[src/rtl/vfree_list.sv]
// Circular free list of vector physical register IDs feeding the rename-stage aliasing table.
// Head is show-ahead; commit returns superseded IDs at the tail, and in_list blocks duplicate releases.
module vfree_list #(
  parameter int P_REGS     = 16,
  parameter int RESERVED   = 8,
  parameter int DATA_WIDTH = $clog2(P_REGS)
) (
  input  logic                        clk,
  input  logic                        rst,
  input  logic                        reconfigure,
  input  logic                        alloc_req,
  output logic                        alloc_valid,
  output logic [DATA_WIDTH-1:0]       alloc_id,
  input  logic                        release_en,
  input  logic [DATA_WIDTH-1:0]       release_id,
  output logic [$clog2(P_REGS+1)-1:0] free_count,
  output logic                        empty,
  output logic                        full,
  output logic                        err_double,
  output logic                        err_underflow
);

  localparam int CW = $clog2(P_REGS+1);

  logic [DATA_WIDTH-1:0] slots [P_REGS];
  logic [DATA_WIDTH-1:0] head;
  logic [DATA_WIDTH-1:0] tail;
  logic [CW-1:0]         count;
  logic [P_REGS-1:0]     in_list;
  logic                  pop;
  logic                  accept;

  always_comb begin
    empty       = (count == '0);
    full        = (count == CW'(P_REGS));
    alloc_valid = ~empty;
    alloc_id    = slots[head];
    free_count  = count;
    pop         = alloc_req & ~empty;
    // in_list is read before this cycle's pop clears it, so re-releasing the popped ID is a double
    accept      = release_en & ~in_list[release_id];
  end

  always_ff @(posedge clk) begin
    if (rst) begin
      // Slots beyond the free region are never read before being overwritten by a release
      for (int k = 0; k < P_REGS; k++) begin
        slots[k]   <= DATA_WIDTH'((k + RESERVED) % P_REGS);
        in_list[k] <= (k >= RESERVED);
      end
      head          <= '0;
      tail          <= DATA_WIDTH'(P_REGS - RESERVED);
      count         <= CW'(P_REGS - RESERVED);
      err_double    <= 1'b0;
      err_underflow <= 1'b0;
    end else if (reconfigure) begin
      for (int k = 0; k < P_REGS; k++) begin
        slots[k] <= DATA_WIDTH'(k);
      end
      head    <= '0;
      tail    <= '0;
      count   <= CW'(P_REGS);
      in_list <= '1;
    end else begin
      if (alloc_req && empty) begin
        err_underflow <= 1'b1;
      end
      if (release_en && in_list[release_id]) begin
        err_double <= 1'b1;
      end
      if (pop) begin
        head              <= head + DATA_WIDTH'(1);
        in_list[alloc_id] <= 1'b0;
      end
      if (accept) begin
        slots[tail]         <= release_id;
        tail                <= tail + DATA_WIDTH'(1);
        in_list[release_id] <= 1'b1;
      end
      if (pop && !accept) begin
        count <= count - CW'(1);
      end else if (accept && !pop) begin
        count <= count + CW'(1);
      end
    end
  end

endmodule

[config.mk]
export PLATFORM = sky130hd
export DESIGN_NAME = vfree_list
export DESIGN_NICKNAME = d
export VERILOG_FILES = /design/src/rtl/vfree_list.sv
export SDC_FILE = /design/constraint.sdc
export NUM_CORES = 1
export LEC_CHECK = 0
export ABC_CLOCK_PERIOD_IN_PS = 3700
export CORE_MARGIN = 2
export CORE_UTILIZATION = 30
export DETAILED_ROUTE_END_ITERATION = 16
export PLACE_DENSITY_LB_ADDON = 0.3
export SLEW_MARGIN = 20
export SYNTH_ARGS = -nofsm -noshare
export SYNTH_HDL_FRONTEND = slang
export SYNTH_SLANG_ARGS = --single-unit
[constraint.sdc]
create_clock -name clk -period 3.7 [get_ports clk]
set_input_delay 0.37 -clock clk [delete_from_list [all_inputs] [get_ports clk]]
set_output_delay 0.37 -clock clk [all_outputs]
set_load 0.01 [all_outputs]
==> impl_metrics.py, run 1 <==
metrics = {
    "finish": {
        "final_cells": 696,
        "utilization_pct": 36.0,
        "layout_commonest_cell": "edfxtp_1",
        "nets": 490,
        "diodes": 0,
        "num-fill-cells": 1599,
        "multi_input_area_um2": 2200,
        "areaGrowthSynthToFinish_pct": 18.1,
        "regArea_um2": 2620,
        "layout-drive-gt1-share_pct": 19.5,
        "final_cell_mix": "edfxtp_1, nor2_1, buf_4",
    },
    "timing": {
        "fin_skew_ps": 6.32,
        "fin_crit_sh_pct": 93.3,
        "maxSlewViolCount": 0,
        "tightest_slew_ps": 876,
        "max_freq_ghz": 0.290,
        "min_period_ps": 3450,
        "rsz0062_at_grt": "false",
        "timing.slew.headroom_pct": 41.4,
        "hold_viol": 0,
        "setup_viol": 0,
    },
    "cts": {
        "numCtsBuffers": 9,
        "h-tree-depth": 3,
        "ctsRootBufferMaster": "clkbuf_16",
        "clockBufferDepth": 2,
        "cts_tree": "done",
        "clk_latency_ps": 350,
        "clk_pin_slew_ps": 70,
        "cts_sinks": 99,
    },
    "detailed_routing": {
        "routedWlPerCell_um": 19.0,
        "drc": 0,
        "routed_wl_mm": 13.2,
        "ant_nets": 0,
        "first_pass_iters": 5,
        "via_count": 3635,
        "drt-initial-drc-count": 289,
        "viasPerCell": 5.22,
    },
    "setup_path": {
        "crit_fanout": 5,
        "required_ps": 3940,
        "cp-end-kind": "register",
        "timing_worst_setup_path_type": "in2reg",
        "worstPathArrival_ps": 3690,
        "cp-start-kind": "primary input",
    },
    "global_routing": {
        "grt_overflow_total": 0,
        "grt_use_met2_pct": 24.6,
        "globalRouteMet3Util_pct": 2.61,
        "grtUsageTotal_pct": 15.4,
        "grt_pass1_vias": 3577,
        "grt_max_degree": 22,
        "grt_busiest_layer": "met2",
        "grt_use_met1_pct": 21.1,
        "grt_pass1_wl_mm": 20.4,
        "antenna_found_initial": 0,
    },
    "synthesis": {
        "avgSynthCellArea_um2": 11.7,
        "synth_area_leaders": "edfxtp_1, dfxtp_1, mux4_2",
        "syn-cell-area_um2": 4990,
        "synth-edff-count": 64,
        "yosysTopAreaCell": "edfxtp_1",
        "synth_flop_cell": "edfxtp_1",
        "synthCells": 428,
        "synth_nets": 447,
        "synth_top_area_share_pct": 38.5,
        "ys_warn_count": 0,
        "yosysUniqueCellTypes": 60,
        "synthArstFlopShare_pct": 0,
        "seq_area_frac_synth_pct": 52.5,
        "synth.ff_latch_count": 99,
    },
    "placement": {
        "routabilityCongestion": 0.854,
        "place_inst": 680,
        "numPortBuffers": 22,
        "hpwlAfterDp_mm": 9.76,
    },
    "worst_hold_path": {
        "hold_class": "reg2reg",
    },
    "pwr": {
        "vdd_drop_max_uv": 270,
        "p_leak_nw": 1.94,
        "power_density_nw_per_um2": 418,
    },
    "die": {
        "ios": 23,
        "rows": 47,
        "die_h_um": 133,
        "floorplan.core_area_um2": 16400,
        "die_area_um2": 17700,
        "die_width_um": 133,
        "initial_core_util_pct": 30.4,
    },
    "flow_run": {
        "drv_cap": 0,
    },
    "run_status": {
        "status": "complete, no violations",
    },
}
flip-flops by register name, summed over array words and instances, names as in the netlist, named ones only:
signal	cells
free_count	5
head	4
in_list	16
slots	64
err_double	1
err_underflow	1
tail	4
report_power, final:
| part | leakage [nW] | internal [mW] | total [mW] | switching [mW] |
|---|---|---|---|---|
| logic | 0.925 | 0.147 | 0.331 | 0.184 |
| clock network | 0.129 | 0.457 | 0.887 | 0.430 |
| registers | 0.890 | 1.22 | 1.25 | 0.0276 |
| total | 1.94 | 1.82 | 2.46 | 0.641 |
path summary, 6_finish.rpt:
kind	slack, ps	from	end	cells past startpoint
setup / recovery	250	release_id[0]	free_count[4]$_SDFFE_PP0P_	12
setup reg to reg	390	free_count[3]$_SDFFE_PP1P_	free_count[4]$_SDFFE_PP0P_	11
hold reg to reg	490	in_list[9]$_SDFF_PP1_	in_list[9]$_SDFF_PP1_	1
hold / removal	490	in_list[9]$_SDFF_PP1_	in_list[9]$_SDFF_PP1_	1
per-layer routing:
metal  vias up  share of wire [%]
li1       1687                  -
met5         -                  0
met4         0                1.8
met2       111                 47
met1      1818                 46
met3        19                4.7
cell families (layout without fill, tap and decap cells):
kind of cell,Yosys count,count (layout),synth area share (%)
and+or+nand+nor,150,150,15.6
DFF,99,99,52.5
AOI/OAI and AO/OA,93,93,12.6
buffers and inverters,37,85,3.38
muxes,30,30,11.8
adders and majority gates,10,10,2.51
xor gates and xnor gates,9,9,1.58
worst max-delay path, cell delays in order:
cell,delay (ps)
dlygate4sd2_1,360
mux4_1,620
mux4_2,510
nand2b_1,190
ha_1,220
xor2_1,170
ha_1,230
a21boi_0,220
o221ai_1,180
a211o_1,340
a211oi_1,230
a311oi_1,70
layout make-up:
type	instances	share of cell area, %
Clock buffer	10	3.88
Clock inverter	6	0.679
Inverter	11	0.700
Multi-Input combinational cell	292	37.3
Sequential cell	99	44.5
Tap cell	220	4.67
Timing Repair Buffer	58	8.29
Yosys cell counts (6+ instances only):
library cell and count:
buf_2 6, mux2i_1 6, nand2_1 33, o21ai_0 19, mux4_2 19, clkbuf_1 16
a221o_1 8, or3_1 6, edfxtp_1 64, a311oi_1 9, nor2b_1 11, dfxtp_1 35
a21oi_1 25, ha_1 10, nand3_1 8, xor2_1 6, inv_1 10, nor2_1 53
metrics by stage:
step	hold WS, ps	power, mW	setup WS, ps	area [µm²]	setup TNS, ps
global placement	456	1.59	-220	5630	-220
floorplan	447	1.46	108	4990	0
finish	486	2.46	247	5900	0
global route	502	2.54	43.8	5900	0
CTS	489	2.47	268	5900	0
detailed placement	467	1.60	-362	5630	-366
timing repair:
action / 4_1_cts / 5_1_grt
setup endpoints to repair: 1 / 0
setup buffers: 0 / 0
resized for setup: 1 / 0
hold buffers: 0 / 0
(Power assumes the default switching activity.)
==> inputs of run 2 (changes only) <==
--- a/config.mk
+++ b/config.mk
@@ -9,7 +9,7 @@
 export CORE_MARGIN = 2
 export CORE_UTILIZATION = 30
 export DETAILED_ROUTE_END_ITERATION = 16
-export PLACE_DENSITY_LB_ADDON = 0.3
+export PLACE_DENSITY = 0.43
 export SLEW_MARGIN = 20
 export SYNTH_ARGS = -nofsm -noshare
 export SYNTH_HDL_FRONTEND = slang
==> impl_metrics.py, run 2 (synthesis results as in run 1) <==
metrics = {
    "setup_path": {
        "required_ps": 3930,
        "cp-startpoint": "release_id[1]",
        "timing_worst_setup_path_type": "in2reg",
        "cp-start-kind": "primary input",
        "crit_path_top_delay_cell": "clkdlybuf4s50_1",
        "max_stage_delay_ps": 590,
        "worst-path-buf-inv": 1,
        "crit_fanout": 6,
        "worstPathArrival_ps": 3670,
        "crit_chain": "clkdlybuf4s50_1 > mux4_2 > mux4_2 > nand2b_1 > ha_1 > xor2_1 > ha_1 > a21boi_0 > o221ai_1 > a211o_1 > a211oi_1 > a311oi_1",
        "r2r_start": "in_list[1]$_SDFF_PP0_",
        "cpLargestDelayFamily": "compound AO/OA/AOI/OAI gates",
        "cp-end-kind": "register",
    },
    "cts": {
        "clk_pin_slew_ps": 70,
        "cts_tree": "done",
        "cts_sinks": 99,
        "clockBufferDepth": 2,
        "h-tree-depth": 3,
        "clk_latency_ps": 350,
        "numCtsBuffers": 9,
        "ctsRootBufferMaster": "clkbuf_16",
        "post_cts_buffers": 0,
    },
    "finish": {
        "nets": 494,
        "num-fill-cells": 1618,
        "layout-drive-gt1-share_pct": 20.2,
        "regArea_um2": 2620,
        "final_cells": 700,
        "areaGrowthSynthToFinish_pct": 20.1,
        "utilization_pct": 36.6,
        "layout_commonest_cell": "edfxtp_1",
        "diodes": 0,
        "largest_register_ffs": 64,
        "multi_input_area_um2": 2200,
        "final_cell_mix": "edfxtp_1, nor2_1, buf_4",
        "top_register": "slots",
    },
    "timing": {
        "rsz0062_at_grt": "false",
        "timing.slew.headroom_pct": 41.1,
        "setup_tns_ps": 0,
        "fin_crit_sh_pct": 92.9,
        "fin_skew_ps": 9.49,
        "maxSlewViolCount": 0,
        "fin_ws_ps": 262,
        "setup_viol": 0,
        "tightest_slew_ps": 881,
        "hold_viol": 0,
        "max_freq_ghz": 0.291,
        "min_period_ps": 3440,
    },
    "detailed_routing": {
        "drt-initial-drc-count": 281,
        "routedWlPerCell_um": 19.4,
        "routed_wl_mm": 13.6,
        "ant_nets": 0,
        "viasPerCell": 5.05,
        "via_count": 3537,
        "drc": 0,
        "first_pass_iters": 5,
    },
    "pwr": {
        "vdd_drop_max_uv": 238,
        "finalPower_mw": 2.62,
        "p_leak_nw": 2.00,
        "power_density_nw_per_um2": 437,
    },
    "die": {
        "die_area_um2": 17700,
        "die_width_um": 133,
        "ios": 23,
        "die_h_um": 133,
        "rows": 47,
        "floorplan.core_area_um2": 16400,
        "initial_core_util_pct": 30.4,
    },
    "placement": {
        "hpwlAfterDp_mm": 10.1,
        "post-place-ws_ps": -381,
        "numPortBuffers": 22,
        "place_inst": 684,
        "routabilityCongestion": 0.779,
    },
    "global_routing": {
        "grt_pass1_vias": 3617,
        "antenna_found_initial": 0,
        "grt_max_degree": 25,
        "grt_pass1_wl_mm": 21.5,
        "grtUsageTotal_pct": 16.1,
        "grt_overflow_total": 0,
    },
    "flow_run": {
        "drv_cap": 0,
    },
    "run_status": {
        "status": "complete, no violations",
    },
    "worst_hold_path": {
        "hold_class": "reg2reg",
        "hp-start": "err_underflow$_SDFFE_PP0P_",
    },
}
==> run 2: path summary, 6_finish.rpt <==
| path | end | slack [ps] | depth (start not counted) |
|---|---|---|---|
| setup / recovery | free_count[4]$_SDFFE_PP0P_ | 260 | 12 |
| hold / removal | err_underflow$_SDFFE_PP0P_ | 490 | 2 |
| setup reg to reg | free_count[4]$_SDFFE_PP0P_ | 370 | 11 |
| hold reg to reg | err_underflow$_SDFFE_PP0P_ | 490 | 2 |
==> run 2: worst min-delay path: cells and delay by family, from the launching register on <==
family          cells  cell delay (ps)
compound gates      1               40
flops               1              330
simple gates        1               70
==> run 2: through the flow <==
stage          hold WS, ps  cell area [µm²]
3_3_place_gp           458             5660
5_1_grt                512             6000
2_1_floorplan          447             4990
6_report               486             6000
3_5_place_dp           465             5660
4_1_cts                491             6000
==> run 2: power by group <==
group | internal, mW | switching (mW)
sequential | 1.22 | 0.0289
clock | 0.630 | 0.418
combinational | 0.149 | 0.179
total | 2.00 | 0.626
==> run 2: what timing repair did <==
item / in CTS / in global routing
hold endpoints to repair: 0 / 0
endpoints found under the setup margin: 1 / 1
hold buffers: 0 / 0
gates cloned: 0 / 0
resized for setup: 1 / 1
pin swaps: 0 / 0
==> run 2: layout make-up <==
type                       instances  area share, %
multi-input combinational        292           36.7
inverter                          11          0.688
clock buffer                      14           4.96
sequential                        99           43.7
clock inverter                     2          0.647
timing repair buffer              62           8.68
tap                              220           4.59
==> run 2: metal layers <==
| layer | up-vias | GRT usage [%] | routed length [µm] |
|---|---|---|---|
| met3 | 8 | 3.79 | 591 |
| met5 | - | 0 | 0 |
| met4 | 0 | 3.70 | 106 |
| met2 | 81 | 25.7 | 6340 |
| li1 | 1701 | - | - |
| met1 | 1747 | 22.4 | 6530 |
==> inputs of run 3 (changes only) <==
--- a/config.mk
+++ b/config.mk
@@ -5,11 +5,13 @@
 export SDC_FILE = /design/constraint.sdc
 export NUM_CORES = 1
 export LEC_CHECK = 0
-export ABC_CLOCK_PERIOD_IN_PS = 3700
+export ABC_CLOCK_PERIOD_IN_PS = 3590
 export CORE_MARGIN = 2
 export CORE_UTILIZATION = 30
+export CTS_CLUSTER_DIAMETER = 100
 export DETAILED_ROUTE_END_ITERATION = 16
-export PLACE_DENSITY = 0.43
+export PLACE_DENSITY = 0.41
+export RECOVER_POWER = 25
 export SLEW_MARGIN = 20
 export SYNTH_ARGS = -nofsm -noshare
 export SYNTH_HDL_FRONTEND = slang
==> constraint.sdc (replaced) <==
create_clock -name clk -period 3.59 [get_ports clk]
set_input_delay 0.359 -clock clk [delete_from_list [all_inputs] [get_ports clk]]
set_output_delay 0.359 -clock clk [all_outputs]
set_load 0.01 [all_outputs]
==> impl_metrics.py, run 3 (synthesis results as in run 1) <==
metrics = {
    "run_status": {
        "status": "complete, no violations",
    },
    "flow_run": {
        "drv_cap": 0,
    },
    "setup_path": {
        "max_stage_delay_ps": 610,
        "cpLargestDelayFamily": "compound AO/OA/AOI/OAI gates",
        "required_ps": 3830,
        "cp-start-kind": "primary input",
        "cp-end-kind": "register",
        "crit_fanout": 5,
        "worstPathArrival_ps": 3620,
        "worst_path_most_repeated_cell": "ha_1",
        "crit_chain": "clkdlybuf4s50_1 > mux4_1 > mux4_2 > nand2b_1 > ha_1 > xor2_1 > ha_1 > a21boi_0 > o221ai_1 > a211o_1 > a211oi_1 > a311oi_1",
        "worst-path-buf-inv": 1,
        "crit_path_top_delay_cell": "clkdlybuf4s50_1",
        "timing_worst_setup_path_type": "in2reg",
    },
    "pwr": {
        "power_density_nw_per_um2": 425,
        "vdd_drop_max_uv": 223,
        "p_leak_nw": 1.96,
    },
    "timing": {
        "fin_crit_sh_pct": 94.1,
        "setup_tns_ps": 0,
        "max_freq_ghz": 0.296,
        "fin_skew_ps": 11.1,
        "tightest_slew_ps": 967,
        "setup_viol": 0,
        "min_period_ps": 3380,
        "timing.slew.headroom_pct": 35.3,
        "rsz0062_at_grt": "false",
        "hold_viol": 0,
        "timing.hold.ws_ps": 468,
        "maxSlewViolCount": 0,
    },
    "global_routing": {
        "grt_max_degree": 22,
        "grt_overflow_total": 0,
        "antenna_found_initial": 0,
        "grt_pass1_wl_mm": 21.7,
        "grt_pass1_vias": 3584,
        "grtUsageTotal_pct": 16.4,
    },
    "placement": {
        "placed_area_um2": 5670,
        "routabilityCongestion": 0.810,
        "numPortBuffers": 22,
        "hpwlAfterDp_mm": 10.1,
    },
    "detailed_routing": {
        "viasPerCell": 5.14,
        "via_count": 3601,
        "routedWlPerCell_um": 19.5,
        "drc": 0,
        "routed_wl_mm": 13.7,
        "ant_nets": 0,
        "drt-initial-drc-count": 286,
        "first_pass_iters": 5,
    },
    "die": {
        "rows": 47,
        "floorplan.core_area_um2": 16400,
        "die_width_um": 133,
        "die_area_um2": 17700,
        "die_h_um": 133,
        "ios": 23,
        "initial_core_util_pct": 30.4,
    },
    "finish": {
        "num-fill-cells": 1622,
        "fin_area_um2": 5890,
        "final_cell_mix": "edfxtp_1, nor2_1, buf_4",
        "largest_register_ffs": 64,
        "nets": 495,
        "layout_commonest_cell": "edfxtp_1",
        "utilization_pct": 35.9,
        "layout-drive-gt1-share_pct": 18.1,
        "areaGrowthSynthToFinish_pct": 18.0,
        "top_register": "slots",
        "diodes": 0,
    },
    "cts": {
        "h-tree-depth": 3,
        "clockBufferDepth": 2,
        "cts_sinks": 99,
        "ctsRootBufferMaster": "clkbuf_16",
        "postCtsHoldBufs": 0,
        "cts_tree": "done",
        "clk_pin_slew_ps": 70,
        "clk_latency_ps": 360,
        "post_cts_buffers": 0,
        "numCtsBuffers": 9,
        "cts.repair.resized": 1,
    },
    "worst_hold_path": {
        "hold_class": "reg2reg",
    },
}
run 3: cell types whose count changed in the layout (fill, tap and decap cells not counted), sizes merged:
cell	delta
bufinv	-1
dlygate4sd3	+10
buf	-2
clkbuf	+3
clkdlybuf4s50	-10
clkinvlp	+1
run 3: power breakdown:
part           internal, mW  switching (mW)
Sequential             1.26          0.0241
Combinational         0.146           0.190
Clock                 0.471           0.419
Total                  1.87           0.633
run 3: metrics by stage:
step	setup WS, ps	instances	power [mW]
floorplan	9.19	428	1.50
global placement	-366	685	1.66
detailed placement	-391	685	1.65
CTS	223	701	2.55
global route	10.2	701	2.60
finish	212	701	2.51
run 3: worst register-to-register path: stages, from the launching register on:
cell      delay (ps)
dfxtp_1          330
mux4_1           550
mux4_2           540
nand2b_1         190
ha_1             210
xor2_1           150
ha_1             210
a21boi_0         180
o221ai_1         170
a211o_1          340
a211oi_1         210
a311oi_1          70
run 3: area by class of cell:
type | count | area, µm² | area share, %
repair buffers | 63 | 517 | 8.77
multi-input cells | 292 | 2180 | 37.0
clock inverters | 2 | 12.5 | 0.212
flip-flops and latches | 99 | 2620 | 44.5
inverters | 11 | 41.3 | 0.701
clock buffers | 14 | 244 | 4.14
well taps | 220 | 275 | 4.67
run 3: worst paths after layout:
check                             startpoint                          to  slack, ps  depth (start not counted)
setup / recovery               release_id[1]  free_count[4]$_SDFFE_PP0P_        210                         12
hold / removal    err_underflow$_SDFFE_PP0P_  err_underflow$_SDFFE_PP0P_        470                          2
setup reg to reg       in_list[9]$_SDFF_PP1_  free_count[4]$_SDFFE_PP0P_        330                         11
hold reg to reg   err_underflow$_SDFFE_PP0P_  err_underflow$_SDFFE_PP0P_        470                          2
run 3: metal layers:
metal / GRT usage [%] / wire length [µm] / vias to the layer above
met2: 26.3 / 6420 / 87
met5: 0 / 0 / -
met3: 2.18 / 502 / 13
met1: 22.9 / 6540 / 1797
met4: 5.91 / 213 / 0
li1: - / - / 1704
